===== src/rtl/acc_vec_pkg.sv =====
// Shared types for the vector accumulate engine: operation modes and control FSM states.
package acc_vec_pkg;

  typedef enum logic [1:0] {
    MODE_ADD = 2'd0,
    MODE_SUB = 2'd1,
    MODE_MUL = 2'd2,
    MODE_DOT = 2'd3
  } mode_e;

  typedef enum logic [1:0] {
    ST_IDLE  = 2'd0,
    ST_RUN   = 2'd1,
    ST_DRAIN = 2'd2,
    ST_DONE  = 2'd3
  } state_e;

  // ADD and SUB are the only modes that honour the saturation flag.
  function automatic logic mode_saturates(input mode_e mode);
    return (mode == MODE_ADD) || (mode == MODE_SUB);
  endfunction

endpackage


===== src/rtl/acc_vec_lane.sv =====
// One registered lane ALU: wrapping or saturating add/sub, low-half signed multiply.
module acc_vec_lane
  import acc_vec_pkg::*;
#(
  parameter int DATA_WIDTH = 32
) (
  input  logic                  clk,
  input  logic                  rst,
  input  logic                  en,
  input  mode_e                 mode,
  input  logic                  sat,
  input  logic [DATA_WIDTH-1:0] a,
  input  logic [DATA_WIDTH-1:0] b,
  output logic [DATA_WIDTH-1:0] res
);

  localparam logic [DATA_WIDTH-1:0] SMAX = {1'b0, {(DATA_WIDTH-1){1'b1}}};
  localparam logic [DATA_WIDTH-1:0] SMIN = {1'b1, {(DATA_WIDTH-1){1'b0}}};

  logic [DATA_WIDTH:0]   a_ext;
  logic [DATA_WIDTH:0]   b_ext;
  logic [DATA_WIDTH:0]   sum_ext;
  logic [DATA_WIDTH-1:0] prod_lo;
  logic [DATA_WIDTH-1:0] res_d;

  // One guard bit: the two top bits differ exactly when the signed result overflowed.
  assign a_ext   = {a[DATA_WIDTH-1], a};
  assign b_ext   = {b[DATA_WIDTH-1], b};
  assign sum_ext = (mode == MODE_SUB) ? (a_ext - b_ext) : (a_ext + b_ext);
  // The low half of a product is identical for signed and unsigned operands.
  assign prod_lo = a * b;

  // NOTE: every combinational output gets a default first so no path can infer a latch.
  always_comb begin
    res_d = prod_lo;
    if (mode_saturates(mode)) begin
      res_d = sum_ext[DATA_WIDTH-1:0];
      if (sat && (sum_ext[DATA_WIDTH] != sum_ext[DATA_WIDTH-1])) begin
        res_d = sum_ext[DATA_WIDTH] ? SMIN : SMAX;
      end
    end
  end

  // NOTE: sequential state uses non-blocking assignments so all flops update together.
  always_ff @(posedge clk or posedge rst) begin
    if (rst) begin
      res <= '0;
    end else if (en) begin
      res <= res_d;
    end
  end

endmodule


===== src/rtl/acc_vec_engine.sv =====
// Vector engine: streams operand beats through LANES lane ALUs, writes results or reduces to a dot product.
module acc_vec_engine
  import acc_vec_pkg::*;
#(
  parameter  int DATA_WIDTH = 32,
  parameter  int DEPTH      = 256,
  parameter  int LANES      = 1,
  localparam int BEATS      = DEPTH / LANES,
  localparam int AW         = (BEATS > 1) ? $clog2(BEATS) : 1,
  localparam int LW         = $clog2(BEATS + 1)
) (
  input  logic                        clk,
  input  logic                        rst,
  input  logic                        start_i,
  input  logic                        abort_i,
  input  logic [1:0]                  mode_i,
  input  logic                        sat_i,
  input  logic [LW-1:0]               len_i,
  output logic                        rd_en_o,
  output logic [AW-1:0]               rd_addr_o,
  input  logic [LANES*DATA_WIDTH-1:0] a_rdata_i,
  input  logic [LANES*DATA_WIDTH-1:0] b_rdata_i,
  output logic                        wr_en_o,
  output logic [AW-1:0]               wr_addr_o,
  output logic [LANES*DATA_WIDTH-1:0] wr_data_o,
  output logic                        busy_o,
  output logic                        done_o,
  output logic [DATA_WIDTH-1:0]       dot_o
);

  localparam logic [LW-1:0] BEATS_L = LW'(BEATS);

  state_e                      state, state_nx;
  mode_e                       mode_q;
  logic                        sat_q;
  logic [LW-1:0]               len_q;
  logic [LW-1:0]               len_eff;
  logic [AW-1:0]               addr_q;
  logic                        drain_q;
  logic                        start_ok;
  logic                        last_rd;

  // Two-stage shadow of each read: stage 1 = operands on the bus, stage 2 = lane result registered.
  logic                        v1, v2;
  logic                        l1, l2;
  logic [AW-1:0]               a1, a2;

  logic [LANES*DATA_WIDTH-1:0] lane_res;
  logic [DATA_WIDTH-1:0]       lane_sum;
  logic [DATA_WIDTH-1:0]       acc_q;
  logic [DATA_WIDTH-1:0]       dot_q;

  assign len_eff  = (len_i > BEATS_L) ? BEATS_L : len_i;
  assign start_ok = (state == ST_IDLE) && start_i && !abort_i;
  assign last_rd  = (LW'(addr_q) == (len_q - LW'(1)));

  always_comb begin
    state_nx = state;
    rd_en_o  = 1'b0;
    done_o   = 1'b0;
    unique case (state)
      ST_IDLE: begin
        if (start_ok) state_nx = (len_eff == '0) ? ST_DONE : ST_RUN;
      end
      ST_RUN: begin
        if (abort_i) begin
          state_nx = ST_IDLE;
        end else begin
          rd_en_o = 1'b1;
          if (last_rd) state_nx = ST_DRAIN;
        end
      end
      ST_DRAIN: begin
        if (abort_i)      state_nx = ST_IDLE;
        else if (drain_q) state_nx = ST_DONE;
      end
      ST_DONE: begin
        state_nx = ST_IDLE;
        done_o   = !abort_i;
      end
      default: state_nx = ST_IDLE;
    endcase
  end

  always_ff @(posedge clk or posedge rst) begin
    if (rst) state <= ST_IDLE;
    else     state <= state_nx;
  end

  assign busy_o    = (state != ST_IDLE);
  assign rd_addr_o = addr_q;
  assign wr_en_o   = v2 && (mode_q != MODE_DOT) && !abort_i;
  assign wr_addr_o = a2;
  assign wr_data_o = lane_res;
  assign dot_o     = dot_q;

  for (genvar k = 0; k < LANES; k++) begin : g_lane
    acc_vec_lane #(
      .DATA_WIDTH(DATA_WIDTH)
    ) u_lane (
      .clk  (clk),
      .rst  (rst),
      .en   (v1),
      .mode (mode_q),
      .sat  (sat_q),
      .a    (a_rdata_i[k*DATA_WIDTH +: DATA_WIDTH]),
      .b    (b_rdata_i[k*DATA_WIDTH +: DATA_WIDTH]),
      .res  (lane_res[k*DATA_WIDTH +: DATA_WIDTH])
    );
  end

  always_comb begin
    lane_sum = '0;
    for (int k = 0; k < LANES; k++) begin
      lane_sum = lane_sum + lane_res[k*DATA_WIDTH +: DATA_WIDTH];
    end
  end

  always_ff @(posedge clk or posedge rst) begin
    if (rst) begin
      mode_q  <= MODE_ADD;
      sat_q   <= 1'b0;
      len_q   <= '0;
      addr_q  <= '0;
      drain_q <= 1'b0;
      v1      <= 1'b0;
      v2      <= 1'b0;
      l1      <= 1'b0;
      l2      <= 1'b0;
      a1      <= '0;
      a2      <= '0;
      acc_q   <= '0;
      dot_q   <= '0;
    end else begin
      // An abort kills anything still in flight so it never reaches the write port or the accumulator.
      v1 <= rd_en_o;
      l1 <= rd_en_o && last_rd;
      a1 <= addr_q;
      v2 <= v1 && !abort_i;
      l2 <= l1 && !abort_i;
      a2 <= a1;

      if (start_ok) begin
        mode_q  <= mode_e'(mode_i);
        sat_q   <= sat_i;
        len_q   <= len_eff;
        addr_q  <= '0;
        drain_q <= 1'b0;
        acc_q   <= '0;
        dot_q   <= '0;
      end

      if (rd_en_o) addr_q <= addr_q + AW'(1);
      if (state == ST_DRAIN) drain_q <= !drain_q;

      if (v2 && !abort_i && (mode_q == MODE_DOT)) begin
        acc_q <= acc_q + lane_sum;
        if (l2) dot_q <= acc_q + lane_sum;
      end
    end
  end

endmodule


===== config.mk =====
export PLATFORM = sky130hd
export DESIGN_NAME = acc_vec_engine
export DESIGN_NICKNAME = d
export VERILOG_FILES = /design/src/rtl/acc_vec_pkg.sv /design/src/rtl/acc_vec_lane.sv /design/src/rtl/acc_vec_engine.sv
export SDC_FILE = /design/constraint.sdc
export NUM_CORES = 2
export LEC_CHECK = 0
export ABC_AREA = 1
export CORE_ASPECT_RATIO = 1.4
export CORE_UTILIZATION = 57
export DETAILED_ROUTE_END_ITERATION = 7
export PLACE_DENSITY = 0.8
export SLEW_MARGIN = 20
export SYNTH_ARGS = -nofsm -noshare
export SYNTH_HDL_FRONTEND = slang
export SYNTH_SLANG_ARGS = --single-unit
export TNS_END_PERCENT = 10

===== constraint.sdc =====
create_clock -name clk -period 4.1 [get_ports clk]
set_input_delay 0.615 -clock clk [delete_from_list [all_inputs] [get_ports clk]]
set_output_delay 0.615 -clock clk [all_outputs]
set_load 0.01 [all_outputs]

## After elaboration in Yosys (flattened, before gate mapping)

Cells that the tools add are included.

- Multiplexer cells: 24
- Reduce and logical (&&, ||, !) cells: 21
- Equality and inequality tests: 11
- $lt $le $gt $ge: 1
- $mul: 1
- Add/subtract/negate cells: 5

Operator list:

| cell | count |
|---|---|
| $mux 32 | 8 |
| $add 32x32->33 | 1 |
| $mux 33 | 1 |
| $sub 32x32->33 | 1 |
| $add 32x32->32 | 1 |
| $mul 32x32->32 | 1 |
| $mux 8 | 2 |
| $mux 2 | 6 |
| $logic_and 1x1->1 | 10 |
| $eq 8x9->1 | 1 |
| $gt 9x9->1 const B | 1 |
| $logic_not 9->1 | 1 |
| $mux 9 | 1 |
| $sub 9x1->9 const B | 1 |
| $add 8x1->8 const B | 1 |
| $pmux 2 s4 | 1 |
| $reduce_bool 2->1 | 4 |
| $eq 2x2->1 const B | 3 |
| $ne 3x3->1 const B | 2 |
| $mux 1 | 5 |
| $eq 2x1->1 const B | 2 |
| $logic_not 2->1 | 2 |
| $ne 2x2->1 const B | 2 |
| $reduce_and 3->1 | 1 |
| other kinds (3) | 4 |

- Logic and storage cells: 78
- Flip-flop bits (word level): 139
- Output and inout bits: 84

## Depth between registers and ports, before layout

- Depth after elaboration: 6
- Gate-level depth with buffers: 32

## Modules after synthesis

Synthesis repeated with hierarchy kept, for this count alone.

- Cell total of the unflattened synthesis: 3978
- Area, all modules: 27836.7 um^2

By module, submodules not included:

| module | cells an instance | area an instance (um^2) | instances |
|---|---|---|---|
| acc_vec_lane | 3112 | 21479.4 | 1 |
| acc_vec_engine | 866 | 6357.3 | 1 |

## Least setup slack after synthesis

No wires, ideal clock.

- Path type: input port to flip-flop
- From: input a_rdata_i[12]
- To: register g_lane[0].u_lane.res[30]
- Setup slack: -2.819 ns
- Data required time: 3.984 ns
- Data arrival time: 6.803 ns
- Path buffers: 2
- Cell stages on the path: 30
- Cells stage by stage: clkbuf_1 > buf_1 > nand2_1 > inv_1 > fa_1 > fa_1 > fa_1 > inv_1 > fa_1 > inv_1 > fa_1 > inv_1 > fa_1 > inv_1 > fa_1 > fa_1 > ha_1 > nand2_1 > nor2_1 > nor3b_1 > nand4_1 > nand3_1 > a21o_1 > nand2_1 > nand3_1 > a21oi_1 > o21ai_0 > nand2_1 > nand2_1 > nand2_1

- Word-level cells in the longest chain between the ends: 6

Ends and longest elaborated chain:

| item | RTL line | RTL |
|---|---|---|
| start: declaration | acc_vec_engine.sv:21 | `input logic [LANES*DATA_WIDTH-1:0] a_rdata_i,` |
| parallel branches: the longest is 5 deep, another holds $mul 32x32->32 | - |  |
| $mux 32 * | acc_vec_lane.sv:36 | `if (mode_saturates(mode)) begin` |
| end signal: assignment | acc_vec_lane.sv:49 | `res <= res_d;` |
| end: declaration | acc_vec_lane.sv:14 | `output logic [DATA_WIDTH-1:0] res` |

Mark *: on every way between the ends.
A chain may end at the register's enable or synchronous reset.

## Worst setup path after layout

- From: input a_rdata_i[11]
- To: register g_lane[0].u_lane.res[29]

Same word-level chain as after synthesis.

==> impl_metrics.json <==
{
  "clk_pin_slew_ns": 0.06,
  "cp_common_cell": "fa_1",
  "numCtsBuffers": 17,
  "drive_gt1_frac": 0.209,
  "r2r_slack_ns": 0.51,
  "vias": 27844,
  "path_delay_family": "adder cells",
  "htreeDepth": 4,
  "final_nets": 4944,
  "cts_tree": "built",
  "required_ns": 4.47,
  "min_path_cells": 0,
  "pin_count": 164,
  "layout_setup_ws_ns": -2.65,
  "route.detailed.drc": 3,
  "grt_max_degree": 73,
  "final_hold_viol_count": 0,
  "tightest_slew_ns": 0.899,
  "fmax_ghz": 0.148,
  "clock_skew_ns": 0.00893,
  "cts_sinks": 139,
  "start_kind": "input pin",
  "nFillCells": 3162,
  "antenna_found_initial": 1,
  "yosysTopAreaCell": "fa_1",
  "firstDrtPassIters": 8,
  "cp-end-kind": "flop",
  "initial_core_util": 0.581,
  "rsz0062_at_grt": "yes",
  "status": "complete, but fails checks",
  "root_buffer": "clkbuf_16",
  "first_global_vias": 29835,
  "place_ws_ns": -3.29,
  "synth_area_sq_um": 26900,
  "die_area_sq_um": 48100,
  "io_buffers": 163,
  "num_rows": 93,
  "grt_overflow": 0,
  "failed_checks": "design-rule violations, negative setup slack",
  "ys_ff_latch": 139,
  "totalWireLength_um": 101000,
  "synthToLayoutAreaGrowth_pct": 31.1,
  "dieWidth_um": 186,
  "synthArstFlopShare": 1.00,
  "drt_iter0_drc": 2559,
  "synth_top_area_frac": 0.305,
  "max-cap-violations": 0,
  "slew_headroom": 0.400,
  "yosys_warnings": 0,
  "hold_ws_ns": 0.349,
  "die_h_um": 259,
  "avgSynthCellArea_sq_um": 7.28,
  "ant_nets": 0,
  "slowest_stage": "fa_2",
  "finalSetupViolCount": 32,
  "wl_per_cell_um": 20.6,
  "cp_slowest_stage_delay_ns": 0.57,
  "crit_type": "input pin to flop",
  "synthFlopType": "dfrtp_1",
  "place_hpwl_um": 70900,
  "crit_arrival_ns": 7.12,
  "synth.distinct_cells": 56,
  "path_buf_inv": 6,
  "grt_pass1_wl_um": 156000,
  "ctsHoldBuffers": 0,
  "yosysSeqAreaShare": 0.129,
  "synth_area_leaders": "fa_1 30%, nand2_1 14%, dfrtp_1 13%",
  "core_sq_um": 46300,
  "path_max_fanout": 6,
  "syn_nets": 4378,
  "syn_inst": 3698,
  "via_per_inst": 5.69,
  "min_period_ns": 6.75,
  "hold_class": "flop to flop",
  "cts_max_path_buffers": 2,
  "cp.depth": 26,
  "finalCritPeriodShare": 1.65,
  "gp_congestion": 1.00,
  "clk-insertion-delay-late_ns": 0.44,
  "synth-edff-count": 0,
  "maxSlewViolCount": 0,
  "antenna_cells": 0,
  "rr_worst_depth": 21,
  "track_usage": 0.431
}
per-stage QoR:
step	setup TNS (ns)	util	std cells	cell area, sq um
6_report	-59.20	0.762	4894	35300
3_3_place_gp	-82.48	0.704	4766	32600
2_1_floorplan	-79.17	-	3698	27500
4_1_cts	-56.16	0.757	4893	35100
3_5_place_dp	-84.91	0.704	4766	32600
5_1_grt	-66.88	0.762	4894	35300
worst reg2reg max path, stage by stage, from the launching register on:
cell	delay [ns]
dfrtp_1	0.40
nor2_2	0.29
inv_2	0.25
nand2_1	0.15
xor2_1	0.23
inv_1	0.07
ha_1	0.32
a21oi_1	0.16
nand2_1	0.11
nand2_1	0.09
nand3_2	0.10
nand2_1	0.10
nand2_2	0.10
nand2_1	0.10
nand3_2	0.07
nand3_2	0.13
nand2_2	0.10
nand2_4	0.15
inv_6	0.10
o21ai_0	0.28
a21oi_1	0.11
nor2_1	0.11
routing by layer:
metal	routed length, um	vias up	GRT usage
met3	10900	802	0.116
met5	10	-	0.00308
met2	47200	1836	0.716
met4	11300	2	0.378
met1	31300	13053	0.446
li1	-	12151	-
cells in the final DEF (no fill, tap or decap), types with 9 or more instances in the layout:
cell type          n
o21ai_1           50
o21ai_2            9
a21oi_1          112
a21oi_2           16
inv_2             61
buf_12            51
fa_2              52
ha_4              27
buf_4            430
fa_1             358
o21bai_1          13
dlygate4sd2_1     15
nor2_1           135
xor2_1            57
inv_1            846
o21ai_0          124
clkbuf_16         17
nand3_2           13
nand2_1          971
nor3_1            20
clkdlybuf4s50_1  112
xnor2_1           39
buf_2             18
ha_1             162
buf_8             13
nand4_1           15
nand3_1          145
nand2_4           26
nor2_2            10
dfrtp_1          139
a21o_1             9
a31oi_1           16
buf_6             45
nor3_2             9
nand2_2           33
worst paths after layout:
check	startpoint	end
setup reg to reg	mode_q[1]	g_lane[0].u_lane.res[26]
max in group asynchronous	rst	rd_addr_o[2]
hold / removal	a1[6]	wr_addr_o[6]
setup / recovery	a_rdata_i[11]	g_lane[0].u_lane.res[29]
min in group asynchronous	rst	dot_o[4]
hold reg to reg	a1[6]	wr_addr_o[6]
Yosys cell counts, drive strengths merged (4+ instances only):
master and count:
nand2 1030, inv 909, fa 410, ha 190
o21ai 183, nand3 158, nor2 149, dfrtp 139
a21oi 132, clkbuf 102, xor2 60, buf 48
xnor2 39, nor3 33, a31oi 17, nand4 16
o21bai 15, a21o 9, a21boi 7, nor4 7
nand3b 6, or2 6, a211oi 5, a22o 4
o211ai 4
registers in the layout, summed over array words and instances (netlist names), 2 cells and up:
name and flops:
a1 8, rd_addr_o 8, dot_o 32, acc_q 32, wr_addr_o 8, mode_q 2, len_q 9, g_lane.u_lane.res 32
state 2
final cells by class:
cell class / instances / area, sq um / area share
multi-input combinational: 2500 / 20500 / 0.580
sequential: 139 / 3480 / 0.0986
clock inverter: 15 / 213 / 0.00603
clock buffer: 17 / 425 / 0.0121
timing repair buffer: 697 / 6520 / 0.185
inverter: 909 / 3420 / 0.0970
tap: 617 / 772 / 0.0219
cell families after synthesis:
group | Yosys count | share of synthesized area
AOI/OAI and AO/OA | 390 | 0.0797
xor gates and xnor gates | 99 | 0.0322
adders and majority gates | 600 | 0.393
buffers and inverters | 1059 | 0.151
DFF | 139 | 0.129
and+or+nand+nor | 1411 | 0.215
repair_timing:
action                                  CTS  global route
gates resized for setup                 462            76
buffers inserted                         89             4
gates cloned                              7             0
endpoints found under the setup margin   32            32
pin swaps                               197            65
Power is left out: the tool's default activity adds up to more than one toggle a clock period on the data nets, which glitch-free logic cannot reach.
